===== config.mk =====
export PLATFORM = sky130hd
export DESIGN_NAME = dir_btn_debounce
export DESIGN_NICKNAME = d
export VERILOG_FILES = /design/src/rtl/flash_led_pkg.sv /design/src/rtl/dir_btn_debounce_sync_2ff.sv /design/src/rtl/dir_btn_debounce.sv
export SDC_FILE = /design/constraint.sdc
export NUM_CORES = 1
export LEC_CHECK = 0
export CAP_MARGIN = 20
export CORE_ASPECT_RATIO = 0.9
export CORE_MARGIN = 4
export CORE_UTILIZATION = 65
export CTS_CLUSTER_SIZE = 12
export DETAILED_ROUTE_END_ITERATION = 12
export PLACE_DENSITY = 0.9
export SLEW_MARGIN = 20
export SYNTH_ARGS = -nofsm -noshare
export SYNTH_HDL_FRONTEND = slang
export SYNTH_SLANG_ARGS = --single-unit

===== constraint.sdc =====
create_clock -name clk -period 3.48 [get_ports clk]
set_input_delay 0.522 -clock clk [delete_from_list [all_inputs] [get_ports clk]]
set_output_delay 0.522 -clock clk [all_outputs]
set_load 0.1 [all_outputs]

===== src/rtl/flash_led_pkg.sv =====
// Shared types and helpers for the flash_led input and display blocks:
// the debounce FSM state encoding and the ms-to-cycles constant function.
package flash_led_pkg;

  typedef enum logic [1:0] {
    IDLE       = 2'd0,
    PRESS_DB   = 2'd1,
    PRESSED    = 2'd2,
    RELEASE_DB = 2'd3
  } btn_state_e;

  // Clock cycles covering ms milliseconds, never less than one cycle.
  function automatic longint unsigned cycles_from_ms(input longint unsigned cps,
                                                     input longint unsigned ms);
    longint unsigned c;
    c = (cps * ms) / 64'd1000;
    return (c < 64'd1) ? 64'd1 : c;
  endfunction

endpackage


===== src/rtl/dir_btn_debounce_sync_2ff.sv =====
// Parameterised-width two-flop synchroniser (d -> s1 -> q), synchronous reset to 0.
module sync_2ff #(
  parameter int W = 1
) (
  input  logic         clk,
  input  logic         rst,
  input  logic [W-1:0] d,
  output logic [W-1:0] q
);

  logic [W-1:0] s1_reg;
  logic [W-1:0] s2_reg;

  generate
    for (genvar gi = 0; gi < W; gi++) begin : g_bit
      always_ff @(posedge clk) begin
        if (rst) begin
          s1_reg[gi] <= 1'b0;
          s2_reg[gi] <= 1'b0;
        end else begin
          s1_reg[gi] <= d[gi];
          s2_reg[gi] <= s1_reg[gi];
        end
      end
    end
  endgenerate

  assign q = s2_reg;

endmodule


===== src/rtl/dir_btn_debounce.sv =====
// Direction button conditioner: synchronise, debounce, toggle dir per accepted press,
// flag long holds. Optional DIR_BTN_LONG_PRESS_RESET_EN: a long hold forces dir back to 0.
module dir_btn_debounce
  import flash_led_pkg::*;
#(
  parameter int unsigned CYCLES_PER_SECOND = 100_000_000,
  parameter int unsigned DEBOUNCE_MS       = 20,
  parameter int unsigned LONG_PRESS_MS     = 1000
) (
  input  logic clk,
  input  logic rst,
  input  logic btn_in,
  output logic btn_level,
  output logic dir,
  output logic dir_toggle,
  output logic long_press
);

  localparam longint unsigned DB_CYC = cycles_from_ms(64'(CYCLES_PER_SECOND), 64'(DEBOUNCE_MS));
  localparam longint unsigned LP_CYC = cycles_from_ms(64'(CYCLES_PER_SECOND), 64'(LONG_PRESS_MS));
  localparam int DB_W = $clog2(DB_CYC + 64'd1);
  localparam int LP_W = $clog2(LP_CYC + 64'd1);
  localparam logic [DB_W-1:0] DB_MAX = DB_W'(DB_CYC);
  localparam logic [LP_W-1:0] LP_MAX = LP_W'(LP_CYC);

  logic s2;

  sync_2ff #(.W(1)) u_sync (
    .clk (clk),
    .rst (rst),
    .d   (btn_in),
    .q   (s2)
  );

  btn_state_e      state_reg, state_next;
  logic [DB_W-1:0] db_cnt_reg, db_cnt_next;
  logic [LP_W-1:0] hold_cnt_reg, hold_cnt_next;
  logic            dir_reg, dir_next;
  logic            btn_level_reg, btn_level_next;
  logic            dir_toggle_reg, dir_toggle_next;
  logic            long_press_reg, long_press_next;

  always_ff @(posedge clk) begin
    if (rst) begin
      state_reg      <= IDLE;
      db_cnt_reg     <= '0;
      hold_cnt_reg   <= '0;
      dir_reg        <= 1'b0;
      btn_level_reg  <= 1'b0;
      dir_toggle_reg <= 1'b0;
      long_press_reg <= 1'b0;
    end else begin
      state_reg      <= state_next;
      db_cnt_reg     <= db_cnt_next;
      hold_cnt_reg   <= hold_cnt_next;
      dir_reg        <= dir_next;
      btn_level_reg  <= btn_level_next;
      dir_toggle_reg <= dir_toggle_next;
      long_press_reg <= long_press_next;
    end
  end

  always_comb begin
    state_next      = state_reg;
    db_cnt_next     = db_cnt_reg;
    hold_cnt_next   = hold_cnt_reg;
    dir_next        = dir_reg;
    btn_level_next  = btn_level_reg;
    dir_toggle_next = 1'b0;
    long_press_next = 1'b0;

    // Hold time runs while the press is accepted; saturation makes the pulse one-shot.
    if ((state_reg == PRESSED || state_reg == RELEASE_DB) && hold_cnt_reg != LP_MAX) begin
      hold_cnt_next = hold_cnt_reg + LP_W'(1);
      if (hold_cnt_reg == LP_MAX - LP_W'(1)) long_press_next = 1'b1;
    end

    unique case (state_reg)
      IDLE: begin
        btn_level_next = 1'b0;
        hold_cnt_next  = '0;
        db_cnt_next    = '0;
        if (s2) begin
          state_next  = PRESS_DB;
          db_cnt_next = DB_W'(1);
        end
      end
      PRESS_DB: begin
        if (!s2) begin
          state_next  = IDLE;
          db_cnt_next = '0;
        end else if (db_cnt_reg == DB_MAX) begin
          state_next      = PRESSED;
          db_cnt_next     = '0;
          hold_cnt_next   = '0;
          btn_level_next  = 1'b1;
          dir_next        = ~dir_reg;
          dir_toggle_next = 1'b1;
        end else begin
          db_cnt_next = db_cnt_reg + DB_W'(1);
        end
      end
      PRESSED: begin
        if (!s2) begin
          state_next  = RELEASE_DB;
          db_cnt_next = DB_W'(1);
        end
      end
      RELEASE_DB: begin
        // A bounce back to pressed resumes the same press: no re-toggle, hold kept.
        if (s2) begin
          state_next  = PRESSED;
          db_cnt_next = '0;
        end else if (db_cnt_reg == DB_MAX) begin
          state_next     = IDLE;
          db_cnt_next    = '0;
          hold_cnt_next  = '0;
          btn_level_next = 1'b0;
        end else begin
          db_cnt_next = db_cnt_reg + DB_W'(1);
        end
      end
      default: state_next = IDLE;
    endcase

`ifdef DIR_BTN_LONG_PRESS_RESET_EN
    // Long hold returns dir to 0; only report a toggle if it actually moved.
    if (long_press_next) begin
      dir_next        = 1'b0;
      dir_toggle_next = dir_reg;
    end
`endif
  end

  assign btn_level  = btn_level_reg;
  assign dir        = dir_reg;
  assign dir_toggle = dir_toggle_reg;
  assign long_press = long_press_reg;

endmodule


==> results.json <==
{
  "largest_reg_flops": 27,
  "ys_seq_elements": 56,
  "first_pass_iters": 4,
  "tns_ps": 0,
  "finalWorstSetupSlack_ps": 1126,
  "internal-power_uw": 807.5,
  "antenna_found_initial": 0,
  "dieWidth_um": 75.15,
  "grt-ovfl-total": 0,
  "hold_end": "btn_level",
  "slowest_stage": "o211ai_4",
  "regToRegSetupSlack_ps": 1130,
  "worstPathArrival_ps": 2570,
  "seqPwrFrac_pct": 63.2,
  "status": "finished, final reports clean",
  "area_growth_pct": 6.215,
  "critPathCaptureType": "flip-flop",
  "postSynthCellCount": 302,
  "cts_hold_buffers": 0,
  "vdd_drop_max_mv": 0.3085,
  "cap_violations": 0,
  "setup_violations": 0,
  "grt_pass1_wl_mm": 7.686,
  "clockPowerShare_pct": 35.8,
  "grt_pass1_vias": 1771,
  "routabilityCongestion": 0.7732,
  "r2r-start": "db_cnt_reg[3]",
  "die_h_um": 68.43,
  "synth_area_per_cell_um2": 8.734,
  "synth_fp_nets": 309,
  "synth_area_um2": 2638,
  "cts-resized-gates": 0,
  "fin_crit_sh_pct": 67.65,
  "power_switching_uw": 210.8,
  "p_comb_share_pct": 1.0,
  "final_area_um2": 2801,
  "start_util_pct": 69.23,
  "ff2ff_path_depth": 5,
  "diodes": 0,
  "start_kind": "flip-flop",
  "fmax_mhz": 424.8,
  "hold_path_depth": 2,
  "drc": 0,
  "num_rows": 21,
  "holdWs_ps": 456.1,
  "worst_r2r_endpoint": "hold_cnt_reg[2]",
  "p_leak_nw": 0.9203,
  "skew_ps": 6.374,
  "hold_path_class": "flip-flop to flip-flop",
  "finalPower_mw": 1.018,
  "final_net_count": 311,
  "finalHoldViolCount": 0,
  "place_area_um2": 2704,
  "cts_max_path_buffers": 2,
  "switching_share_pct": 20.70,
  "synth_top_cell_by_area": "dfxtp_1",
  "rsz0062_at_grt": "false",
  "drive_gt1_share_pct": 5.902,
  "dp_slack_ps": 1161,
  "slew_headroom_pct": 35.69,
  "coreArea_um2": 3810,
  "cts.clk_slew.worst_paths_ps": 90,
  "via_per_inst": 5.735,
  "io_pins": 7,
  "clock_latency_ps": 310,
  "drv_slew": 0,
  "power_density_nw_per_um2": 363.5,
  "num_vias": 2013,
  "hold_start": "btn_level",
  "synth.distinct_cells": 41,
  "synth_top_area_share_pct": 42.50,
  "cts-htree-levels": 2,
  "grt_max_degree": 28,
  "path_max_fanout": 27,
  "cp_cell_sequence": "or4_1 > nor4_4 > nand2_1 > o211ai_4 > o21ba_2",
  "tightestPinTransition_ps": 961.6,
  "totalWireLength_mm": 4.631,
  "cp.required_ps": 3690,
  "routedWlPerCell_um": 13.19,
  "first_iter_violations": 162,
  "synth_area_leaders": "dfxtp_1 43%, xor2_1 12%, nor2_1 9.0%, nand4_1 5.7%, nand3_1 2.8%",
  "root_buffer": "clkbuf_8",
  "io_buffers": 6,
  "fp.dieArea_um2": 5142,
  "place_hpwl_mm": 3.081,
  "cts_tree": "yes",
  "clock_sinks": 56,
  "period_minus_slack_ps": 2354,
  "cts_made_buffers": 5,
  "ant_nets": 0,
  "track_usage_pct": 19.34,
  "critPathKind": "flip-flop to flip-flop",
  "critPathMaxStageDelay_ps": 650,
  "ys_seq_area_share_pct": 42.50,
  "ys_warn_count": 0,
  "cts_setup_buffers": 0
}
[final cells by class]
cell class | instances | area (um^2)
clock inverter | 2 | 15.01
timing repair buffer | 8 | 75.07
sequential | 56 | 1121
tap | 46 | 57.56
multi-input combinational | 226 | 1424
inverter | 7 | 26.28
fill | 265 | 1008
clock buffer | 6 | 82.58
[critical path, delay by kind of cell (launching register included)]
family	cells	cell delay, ps
AND/OR/NAND/NOR	3	990
AO/OA/AOI/OAI	2	900
flip-flops	1	360
[cells in the mapped netlist]
| master | instances |
|---|---|
| nor2_1 | 63 |
| dfxtp_1 | 56 |
| xor2_1 | 37 |
| nand4_1 | 24 |
| nand2_1 | 19 |
| nand3_1 | 15 |
| and3_1 | 9 |
| clkbuf_1 | 8 |
| xnor2_1 | 8 |
| inv_1 | 7 |
| nor3_1 | 6 |
| ha_1 | 4 |
| nand3b_1 | 4 |
| or4_1 | 4 |
| a21oi_1 | 3 |
| and2_1 | 2 |
| and4_1 | 2 |
| buf_2 | 2 |
| buf_4 | 2 |
| mux2i_1 | 2 |
| nand4b_1 | 2 |
| nor2b_1 | 2 |
| nor4b_1 | 2 |
| o21ai_0 | 2 |
| a2111oi_0 | 1 |
| a31oi_1 | 1 |
| and2_2 | 1 |
| and3b_1 | 1 |
| buf_6 | 1 |
| nand2b_1 | 1 |
| nand4b_2 | 1 |
| nor2_2 | 1 |
| nor4_4 | 1 |
| o211ai_4 | 1 |
| o21a_1 | 1 |
| o21ba_2 | 1 |
| o31ai_4 | 1 |
| or3_1 | 1 |
| or3b_1 | 1 |
| or4_4 | 1 |
| or4bb_1 | 1 |
[layer usage]
layer / vias up / track usage [%] / wire length [um]
met2: 43 / 30.11 / 2008
li1: 1032 / - / -
met1: 928 / 25.34 / 2295
met5: - / 0 / 0
met3: 10 / 5.140 / 245
met4: 0 / 8.079 / 81
[per-stage QoR]
| step | std cells | utilization, % |
|---|---|---|
| 2_1_floorplan | 302 | - |
| 3_3_place_gp | 343 | 70.97 |
| 3_5_place_dp | 343 | 70.97 |
| 5_1_grt | 351 | 73.53 |
| 6_report | 351 | 73.53 |
| 4_1_cts | 351 | 73.53 |
[worst max path at each step]
stage                     slack (ps)              end  depth (start not counted)             from
after floorplan                 1540  hold_cnt_reg[1]                          5  hold_cnt_reg[9]
after global placement          1190  hold_cnt_reg[2]                          5    db_cnt_reg[3]
after detailed placement        1160  hold_cnt_reg[2]                          5    db_cnt_reg[3]
after CTS                       1140  hold_cnt_reg[2]                          5    db_cnt_reg[3]
after global routing            1040  hold_cnt_reg[2]                          5    db_cnt_reg[3]
final                           1130  hold_cnt_reg[2]                          5    db_cnt_reg[3]
[power by group through the flow]
stage | sequential (mW) | combinational [mW] | clock, mW
final | 0.644 | 0.00975 | 0.365
after global routing | 0.644 | 0.0107 | 0.405
after CTS | 0.644 | 0.00979 | 0.379
after detailed placement | 0.659 | 0.00969 | 0
after global placement | 0.659 | 0.00961 | 0
after floorplan | 0.658 | 0.00748 | 0
[cell families after synthesis]
group	count (synthesis)	synth area share, %
muxes	2	0.7590
xor gates and xnor gates	45	14.94
adders and majority gates	4	1.898
AOI/OAI and AO/OA	11	3.795
DFF	56	42.50
and+or+nand+nor	164	32.59
buffers and inverters	20	3.510
[cell usage in the layout, fill, tap and decap left out, drive strengths merged, types with 3 or more instances in the layout]
cell type and count:
clkdlybuf4s50 6, xor2 37, nand4 24, or4 5
a21oi 3, and3 9, nor3 6, clkbuf 6
inv 7, nand3 15, ha 4, nand4b 3
and2 3, nand3b 4, nand2 19, nor2 64
xnor2 8, dfxtp 56
Note: power is estimated with default switching activity, not from simulation.
